[src/rtl/rx_rr_arb.sv]
// Round-robin frame arbiter: grants one rx_phy channel at a time for a whole frame
// and forwards its words to the shared RX FIFO write port.
module rx_rr_arb #(
  parameter int PHY_NUM   = 10,
  parameter int MAX_WORDS = 5
) (
  input  logic                  clk,
  input  logic                  rst,
  input  logic                  reg_flush,
  input  logic [31:0]           reg_mask,
  input  logic                  rx_almost_full,
  input  logic [PHY_NUM-1:0]    rx_req,
  input  logic [PHY_NUM-1:0]    rx_last,
  input  logic [PHY_NUM*32-1:0] rx_datx,
  output logic [PHY_NUM-1:0]    rx_gnt,
  output logic                  rx_vld,
  output logic [31:0]           rx_dat,
  output logic                  rx_abort,
  output logic [15:0]           frm_cnt,
  output logic [7:0]            abort_cnt
);

  localparam int PTR_W = (PHY_NUM > 1) ? $clog2(PHY_NUM) : 1;
  localparam int CNT_W = $clog2(MAX_WORDS + 1);
  localparam logic [PTR_W-1:0] LAST_IDX = PTR_W'(PHY_NUM - 1);
  localparam logic [CNT_W-1:0] WD_LIMIT = CNT_W'(MAX_WORDS - 1);

  typedef enum logic [0:0] {IDLE = 1'b0, XFER = 1'b1} state_t;

  state_t                 state_r;
  logic [PTR_W-1:0]       rr_ptr_r;
  logic [PTR_W-1:0]       gnt_idx_r;
  logic [CNT_W-1:0]       word_cnt_r;

  logic [PHY_NUM-1:0]     elig_s;
  logic [2*PHY_NUM-1:0]   dbl_s;
  logic [PHY_NUM-1:0]     rot_s;
  logic                   pick_vld_s;
  logic [PTR_W-1:0]       off_s;
  logic [PTR_W:0]         sum_s;
  logic [PTR_W-1:0]       pick_idx_s;
  logic [PHY_NUM-1:0]     pick_oh_s;
  logic [PTR_W-1:0]       next_ptr_s;
  logic [31:0]            sel_dat_s;
  logic                   sel_last_s;
  logic                   unused_mask_s;

  assign elig_s        = rx_req & ~reg_mask[PHY_NUM-1:0];
  assign unused_mask_s = ^reg_mask;

  // Rotate the eligible vector so that rr_ptr sits at bit 0, then take the lowest set bit.
  always_comb begin
    dbl_s      = {elig_s, elig_s} >> rr_ptr_r;
    rot_s      = dbl_s[PHY_NUM-1:0];
    pick_vld_s = 1'b0;
    off_s      = {PTR_W{1'b0}};
    for (int k = PHY_NUM - 1; k >= 0; k--) begin
      if (rot_s[k]) begin
        pick_vld_s = 1'b1;
        off_s      = PTR_W'(k);
      end else begin
        pick_vld_s = pick_vld_s;
        off_s      = off_s;
      end
    end
    sum_s = {1'b0, rr_ptr_r} + {1'b0, off_s};
    if (sum_s >= (PTR_W+1)'(PHY_NUM)) begin
      pick_idx_s = PTR_W'(sum_s - (PTR_W+1)'(PHY_NUM));
    end else begin
      pick_idx_s = sum_s[PTR_W-1:0];
    end
  end

  // One-hot of the winner and the data/last mux of the current grant.
  always_comb begin
    pick_oh_s  = {PHY_NUM{1'b0}};
    sel_dat_s  = 32'h0000_0000;
    sel_last_s = 1'b0;
    for (int j = 0; j < PHY_NUM; j++) begin
      pick_oh_s[j] = (pick_idx_s == PTR_W'(j));
      sel_dat_s    = sel_dat_s | ({32{rx_gnt[j]}} & rx_datx[32*j +: 32]);
      sel_last_s   = sel_last_s | (rx_gnt[j] & rx_last[j]);
    end
    if (gnt_idx_r == LAST_IDX) begin
      next_ptr_s = {PTR_W{1'b0}};
    end else begin
      next_ptr_s = gnt_idx_r + PTR_W'(1);
    end
  end

  // Arbiter FSM with registered grant, output word and status counters.
  always_ff @(posedge clk or posedge rst) begin
    if (rst) begin
      state_r    <= IDLE;
      rr_ptr_r   <= {PTR_W{1'b0}};
      gnt_idx_r  <= {PTR_W{1'b0}};
      word_cnt_r <= {CNT_W{1'b0}};
      rx_gnt     <= {PHY_NUM{1'b0}};
      rx_vld     <= 1'b0;
      rx_dat     <= 32'h0000_0000;
      rx_abort   <= 1'b0;
      frm_cnt    <= 16'h0000;
      abort_cnt  <= 8'h00;
    end else if (reg_flush) begin
      state_r    <= IDLE;
      rr_ptr_r   <= {PTR_W{1'b0}};
      gnt_idx_r  <= {PTR_W{1'b0}};
      word_cnt_r <= {CNT_W{1'b0}};
      rx_gnt     <= {PHY_NUM{1'b0}};
      rx_vld     <= 1'b0;
      rx_dat     <= 32'h0000_0000;
      rx_abort   <= 1'b0;
      frm_cnt    <= 16'h0000;
      abort_cnt  <= 8'h00;
    end else begin
      rx_abort <= 1'b0;
      rx_vld   <= |rx_gnt;
      rx_dat   <= sel_dat_s;
      case (state_r)
        IDLE: begin
          if (pick_vld_s && !rx_almost_full) begin
            rx_gnt     <= pick_oh_s;
            gnt_idx_r  <= pick_idx_s;
            word_cnt_r <= {CNT_W{1'b0}};
            state_r    <= XFER;
          end else begin
            state_r <= IDLE;
          end
        end
        XFER: begin
          word_cnt_r <= word_cnt_r + CNT_W'(1);
          // rx_last wins over the watchdog when both land on the same word.
          if (sel_last_s) begin
            rx_gnt   <= {PHY_NUM{1'b0}};
            frm_cnt  <= frm_cnt + 16'd1;
            rr_ptr_r <= next_ptr_s;
            state_r  <= IDLE;
          end else if (word_cnt_r == WD_LIMIT) begin
            rx_gnt    <= {PHY_NUM{1'b0}};
            rx_abort  <= 1'b1;
            abort_cnt <= (abort_cnt == 8'hFF) ? 8'hFF : abort_cnt + 8'd1;
            rr_ptr_r  <= next_ptr_s;
            state_r   <= IDLE;
          end else begin
            state_r <= XFER;
          end
        end
        default: begin
          rx_gnt  <= {PHY_NUM{1'b0}};
          state_r <= IDLE;
        end
      endcase
    end
  end

endmodule

[config.mk]
export PLATFORM = sky130hd
export DESIGN_NAME = rx_rr_arb
export DESIGN_NICKNAME = d
export VERILOG_FILES = /design/src/rtl/rx_rr_arb.sv
export SDC_FILE = /design/constraint.sdc
export NUM_CORES = 1
export LEC_CHECK = 0
export ABC_AREA = 0
export BUFFER_PORTS_ARGS = -buffer_cell sky130_fd_sc_hd__buf_2
export CAP_MARGIN = 20
export CORE_AREA = 2 2 174 176
export DETAILED_ROUTE_END_ITERATION = 12
export DIE_AREA = 0 0 176 178
export PLACE_DENSITY = 0.53
export SETUP_SLACK_MARGIN = 0.05
export SYNTH_ARGS = -nofsm -noshare
export SYNTH_HDL_FRONTEND = slang
export SYNTH_SLANG_ARGS = --single-unit
export TNS_END_PERCENT = 50
[constraint.sdc]
create_clock -name clk -period 6.14 [get_ports clk]
set_clock_uncertainty 0.05 [all_clocks]
set_input_delay 0.921 -clock clk [delete_from_list [all_inputs] [get_ports clk]]
set_output_delay 0.921 -clock clk [all_outputs]
set_load 0.01 [all_outputs]
==> metrics.yaml, run 1 <==
fp-row-count: 63
crit_slowest_cell: "dfrtp_1"
post-place-ws_ns: 0.5427
synthArstFlopShare: 1.000
cp.required_ns: 6.32
slowest_delay_ns: 1.01
setup_violations: 0
drt_iter0_drc: 512
cts_made_buffers: 9
reg2regPathDepth: 19
r2r-end: "rx_gnt[1]"
clkSlewWorstSetupHoldPaths_ns: 0.08
grt_max_degree: 56
p_comb_frac: 0.558
dp_hpwl_um: 22870
place_congestion: 0.8777
drt_pass1_iterations: 5
cp.arrival_ns: 5.75
cts_sinks: 80
initial_core_util: 0.2076
yosys_register_bits: 80
overflow: 0
whs_endpoint: "word_cnt_r[0]"
synth_fp_nets: 1051
synth_cell_types: 67
setup_ws_ns: 0.5640
worst-r2r-setup-slack_ns: 0.56
power.share.clock: 0.182
crit_chain: "mux4_2, o21ba_2, a211oi_1, buf_4, o311ai_0, a211o_1, a211oi_1, o32ai_1, ha_1, fa_1, inv_1, ha_1, nand2_1, a21boi_1, buf_4, nor2_1, a41oi_1, nor2_1, mux2_4"
register_area_sq_mm: 0.002014
area_growth_pct: 45.97
synth_area_sq_mm: 0.006105
holdWs_ns: 0.4771
fmax_mhz: 179.3
via_per_inst: 5.230
cts_tree: "built"
p_sw_frac: 0.4438
htree_levels: 3
worstSetupPathType: "flop to flop"
synth_edf_count: 0
final_nets: 1439
yosysTopAreaCellShare: 0.3279
core_sq_mm: 0.02940
drive_above_1_share: 0.4602
final_max_slew_viol_count: 0
post-route-period-util: 0.9081
p_int_w: 0.001815
vias: 7578
multiInputGateArea_sq_mm: 0.003811
power_leakage_nw: 4.209
grt_antenna_before_repair: 13
grt_first_pass_wirelength_um: 42950
finalHoldViolations: 0
yosysTopAreaCell: "dfrtp_1"
cap_violations: 0
seq_power_share: 0.260
dieArea_sq_mm: 0.03133
max-vdd-ir-drop_uv: 161.4
nFillCells: 3179
p_sw_w: 0.001449
die_x_um: 176
final_antenna_net_count: 0
synthCells: 663
clockBufferDepth: 2
fin_crit_ns: 5.576
synth.yosys.seq_area_share: 0.3279
drc: 0
crit-reg2reg-launch: "rr_ptr_r[1]"
start_kind: "flop"
outcome: "finished, final reports clean"
grtUsageTotal: 0.1831
worst_pin_slew_ns: 1.021
ioPinCount: 444
yosys_warnings: 0
min_from: "word_cnt_r[0]"
cts_setup_buffers: 0
min_path_type: "flop to flop"
grt_pass1_vias: 7126
ctsHoldBuffers: 0
synthFlopType: "dfrtp_1"
tns_ns: 0
power_per_cell_area_mw_per_mm2: 366.3
critPathCaptureType: "flop"
relSlewSlack: 0.3192
final_common_cell: "buf_2"
die_h_um: 178
synth.area.top_cells: "dfrtp_1 (33%), a22o_1 (10%), a221oi_1 (9.6%), a22oi_1 (4.2%), a31oi_1 (4.1%)"
cts_resized: 0
rsz0062_at_grt: "false"
wl_um: 30530
final_cell_mix: "buf_2 (421), a22o_1 (70), dfrtp_1 (70), a221oi_1 (67), nor2_1 (48)"
clk_latency_ns: 0.34
crit_path_max_fanout: 29
cts_root_buf: "clkbuf_16"
routedWlPerCell_um: 21.07
io_buffers: 421
synth.avg_cell_area_sq_um: 9.208
hold_path_depth: 1
==> worst max-delay path, delay by kind of cell (launching register included) <==
family | cells | cell delay, ns
adders and majority gates | 3 | 1.01
muxes | 2 | 0.91
AOI/OAI and AO/OA | 8 | 1.73
and+or+nand+nor | 3 | 0.20
buffers and inverters | 3 | 0.52
DFF | 1 | 1.01
==> layer usage <==
metal	wire, um	GRT usage	share of wire	up-vias
li1	-	-	-	3466
met1	12810	0.2393	0.42	3638
met2	14300	0.2940	0.47	404
met3	2777	0.05712	0.091	46
met4	493	0.04614	0.016	24
met5	150	0	0.0049	-
==> area by class of cell <==
cell class / count / share of cell area
sequential: 80 / 0.2261
multi-input combinational: 509 / 0.4277
inverter: 14 / 0.006038
timing repair buffer: 437 / 0.2499
antenna: 3 / 0.0008425
tap: 390 / 0.05476
clock inverter: 7 / 0.009407
clock buffer: 9 / 0.02527
==> registers in the layout (all words and copies together), names as in the netlist <==
| name | flops |
|---|---|
| abort_cnt | 8 |
| frm_cnt | 16 |
| gnt_idx_r | 4 |
| rr_ptr_r | 4 |
| rx_abort | 1 |
| rx_dat | 32 |
| rx_gnt | 10 |
| rx_vld | 1 |
| state_r | 1 |
| word_cnt_r | 3 |
==> power by group through the flow <==
| stage | Clock [W] | Combinational, W | Sequential, W |
|---|---|---|---|
| global placement | 0 | 0.00180 | 0.000858 |
| CTS | 0.000614 | 0.00182 | 0.000850 |
| global route | 0.000632 | 0.00199 | 0.000873 |
| finish | 0.000594 | 0.00182 | 0.000850 |
| detailed placement | 0 | 0.00181 | 0.000860 |
| floorplan | 0 | 0.00123 | 0.000774 |
==> worst max-delay path by stage <==
stage / from / to / slack (ns)
after floorplan: rx_req[2] / rx_gnt[4] / 0.59
after global placement: rx_req[4] / rx_gnt[0] / 0.62
after detailed placement: rx_req[4] / rx_gnt[1] / 0.54
after CTS: rr_ptr_r[1] / rx_gnt[1] / 0.61
after global routing: rr_ptr_r[1] / rx_gnt[1] / 0.21
final: rr_ptr_r[1] / rx_gnt[1] / 0.56
==> synth_stat cells (all sizes together), types with 2 or more instances <==
cell type / n
a31oi: 40
xor2: 9
o22ai: 3
a21oi: 14
a22o: 70
dfrtp: 80
a31o: 2
o211a: 2
and3: 4
a32o: 2
xnor2: 11
nor2: 48
a221oi: 67
mux2: 8
o41ai: 2
mux4: 7
a211oi: 6
ha: 11
a22oi: 34
mux2i: 3
a21boi: 2
nor4bb: 5
and2: 2
inv: 14
o31ai: 5
and4: 3
nor3: 11
nand2b: 8
nor3b: 4
and4b: 2
a2111oi: 3
o21ai: 13
nand2: 33
nand4: 7
or3: 3
nand3b: 3
nor4b: 5
a21o: 4
clkbuf: 52
nand3: 14
nor2b: 17
nor4: 6
buf: 8
or4: 3
==> per-stage QoR <==
stage | util | cells | total power, W | instance area [sq um]
detailed placement | 0.2923 | 1430 | 0.002669 | 8594
global route | 0.3029 | 1447 | 0.003499 | 8906
floorplan | - | 663 | 0.002006 | 6105
global placement | 0.2923 | 1430 | 0.002657 | 8594
finish | 0.3031 | 1449 | 0.003264 | 8911
CTS | 0.3028 | 1446 | 0.003279 | 8904
==> cells by family after synthesis <==
logic type	after synthesis	synth area share
compound gates	278	0.3601
simple gates	181	0.1605
flops	80	0.3279
buf+inv	74	0.04776
xor+xnor	20	0.02869
mux	18	0.04919
fa+ha+maj	12	0.02582
Power figures use the tool's default switching activity.
==> inputs of run 2 (changes only) <==
--- a/config.mk
+++ b/config.mk
@@ -5,13 +5,13 @@
 export SDC_FILE = /design/constraint.sdc
 export NUM_CORES = 1
 export LEC_CHECK = 0
-export ABC_AREA = 0
 export BUFFER_PORTS_ARGS = -buffer_cell sky130_fd_sc_hd__buf_2
 export CAP_MARGIN = 20
 export CORE_AREA = 2 2 174 176
 export DETAILED_ROUTE_END_ITERATION = 12
 export DIE_AREA = 0 0 176 178
 export PLACE_DENSITY = 0.53
+export REMOVE_ABC_BUFFERS = 1
 export SETUP_SLACK_MARGIN = 0.05
 export SYNTH_ARGS = -nofsm -noshare
 export SYNTH_HDL_FRONTEND = slang
==> run 2 against run 1 <==
Combinational power is 3% higher. Non-clock buffer count increased by 3. Utilization rose by 0.081 points. Worst setup slack improved by 0.29 ns. Critical path type unchanged. Largest cell class unchanged.
==> metrics.yaml, run 2 (synthesis gave the netlist of run 1 again) <==
rsz0062_at_grt: "false"
largestRegisters: "rx_dat: 32 flops, frm_cnt: 16 flops, rx_gnt: 10 flops"
final_antenna_net_count: 0
nFillCells: 3195
overflow: 0
cts_setup_buffers: 0
place_congestion: 0.9026
crit_family: "compound AO/OA/AOI/OAI gates"
min_path_type: "flop to flop"
cts_tree: "built"
fp-row-count: 63
ioPinCount: 444
grtUsageTotal: 0.2066
worst-path-buf-inv: 2
cts_resized: 0
clkSlewWorstSetupHoldPaths_ns: 0.07
drt_pass1_iterations: 5
crit_path_max_fanout: 25
grt_max_degree: 49
cp.required_ns: 6.32
routedWlPerCell_um: 23.54
wl_um: 34250
cts_made_buffers: 9
cts_sinks: 80
critPathCaptureType: "flop"
ctsHoldBuffers: 0
final_nets: 1442
cp.arrival_ns: 5.47
vias: 7563
finalHoldViolations: 0
dp_cells: 1433
clockBufferDepth: 2
cap_violations: 0
max-vdd-ir-drop_uv: 138.5
drc: 0
top_register: "rx_dat"
area_growth_pct: 46.36
die_h_um: 178
post-route-period-util: 0.8613
setup_violations: 0
outcome: "finished, final reports clean"
slowest_delay_ns: 0.87
worst_pin_slew_ns: 0.9427
holdWs_ns: 0.4764
final_max_slew_viol_count: 0
dieArea_sq_mm: 0.03133
cts_root_buf: "clkbuf_16"
start_kind: "flop"
crit_chain: "mux4_2, o21ba_2, a211oi_1, o311ai_0, a211o_1, a211oi_1, o32ai_1, ha_1, fa_1, inv_1, ha_1, nand2_1, a21boi_1, buf_4, nor2_1, a41oi_1, nor2_1, mux2_4"
stdcell_count: 1455
largest_reg_flops: 32
grt_antenna_before_repair: 22
drt_iter0_drc: 483
fin_crit_ns: 5.288
htree_levels: 3
register_area_sq_mm: 0.002014
worstSetupPathType: "flop to flop"
final_cell_mix: "buf_2 (421), a22o_1 (70), dfrtp_1 (70), a221oi_1 (67), nor2_1 (48)"
grt_pass1_vias: 6971
multiInputGateArea_sq_mm: 0.003811
die_x_um: 176
grt_first_pass_wirelength_um: 46450
fmax_mhz: 189.1
final_common_cell: "buf_2"
drive_above_1_share: 0.4618
power_leakage_nw: 4.224
dp_hpwl_um: 26480
core_sq_mm: 0.02940
crit_slowest_cell: "dfrtp_1"
via_per_inst: 5.198
tns_ns: 0
relSlewSlack: 0.3715
io_buffers: 421
initial_core_util: 0.2076
clk_latency_ns: 0.35
power_per_cell_area_mw_per_mm2: 363.2
## run 2: path summary, 6_finish.rpt
check	cells past startpoint	to	slack, ns	startpoint
max	18	rx_gnt[1]	0.85	rr_ptr_r[1]
min	1	word_cnt_r[0]	0.48	word_cnt_r[0]
max reg2reg	18	rx_gnt[1]	0.85	rr_ptr_r[1]
min reg2reg	1	word_cnt_r[0]	0.48	word_cnt_r[0]
max in group asynchronous	3	rx_gnt[1]	4.32	rst
min in group asynchronous	2	rx_dat[25]	0.60	rst
## run 2: final cells by class
type	count	area share
diodes	6	0.001680
well taps	390	0.05461
inverters	14	0.006022
multi-input cells	509	0.4266
repair buffers	440	0.2518
flip-flops and latches	80	0.2255
clock inverters	7	0.008682
clock buffers	9	0.02521
## run 2: stage by stage
step                instance area [sq um]  utilization  power [W]  setup WS [ns]
floorplan                            5866            -   0.001944         0.5844
global placement                     8617       0.2931   0.002673         0.6568
detailed placement                   8617       0.2931   0.002686         0.6403
CTS                                  8920       0.3034   0.003285         0.8161
global route                         8922       0.3035   0.003511         0.2713
finish                               8935       0.3039   0.003245         0.8518
## run 2: report_power, final
group / total [W] / internal (W) / switching [W]
Sequential: 0.000787 / 0.000658 / 0.000130
Clock: 0.000576 / 0.000319 / 0.000256
Combinational: 0.00188 / 0.000838 / 0.00104
## run 2: worst reg2reg max path: cells and delay by family, from the launching register on
kind                       cells  cell delay, ns
and+or+nand+nor                3            0.21
adders and majority gates      3            0.98
buffers and inverters          2            0.32
muxes                          2            0.90
AOI/OAI and AO/OA              8            1.82
DFF                            1            0.87
## run 2: metal layers
metal	vias to the layer above	part of all wire	global-route usage
met4	24	0.018	0.04993
met5	-	0.0046	0
met3	60	0.11	0.09335
met1	3624	0.43	0.2716
li1	3477	-	-
met2	378	0.44	0.3084
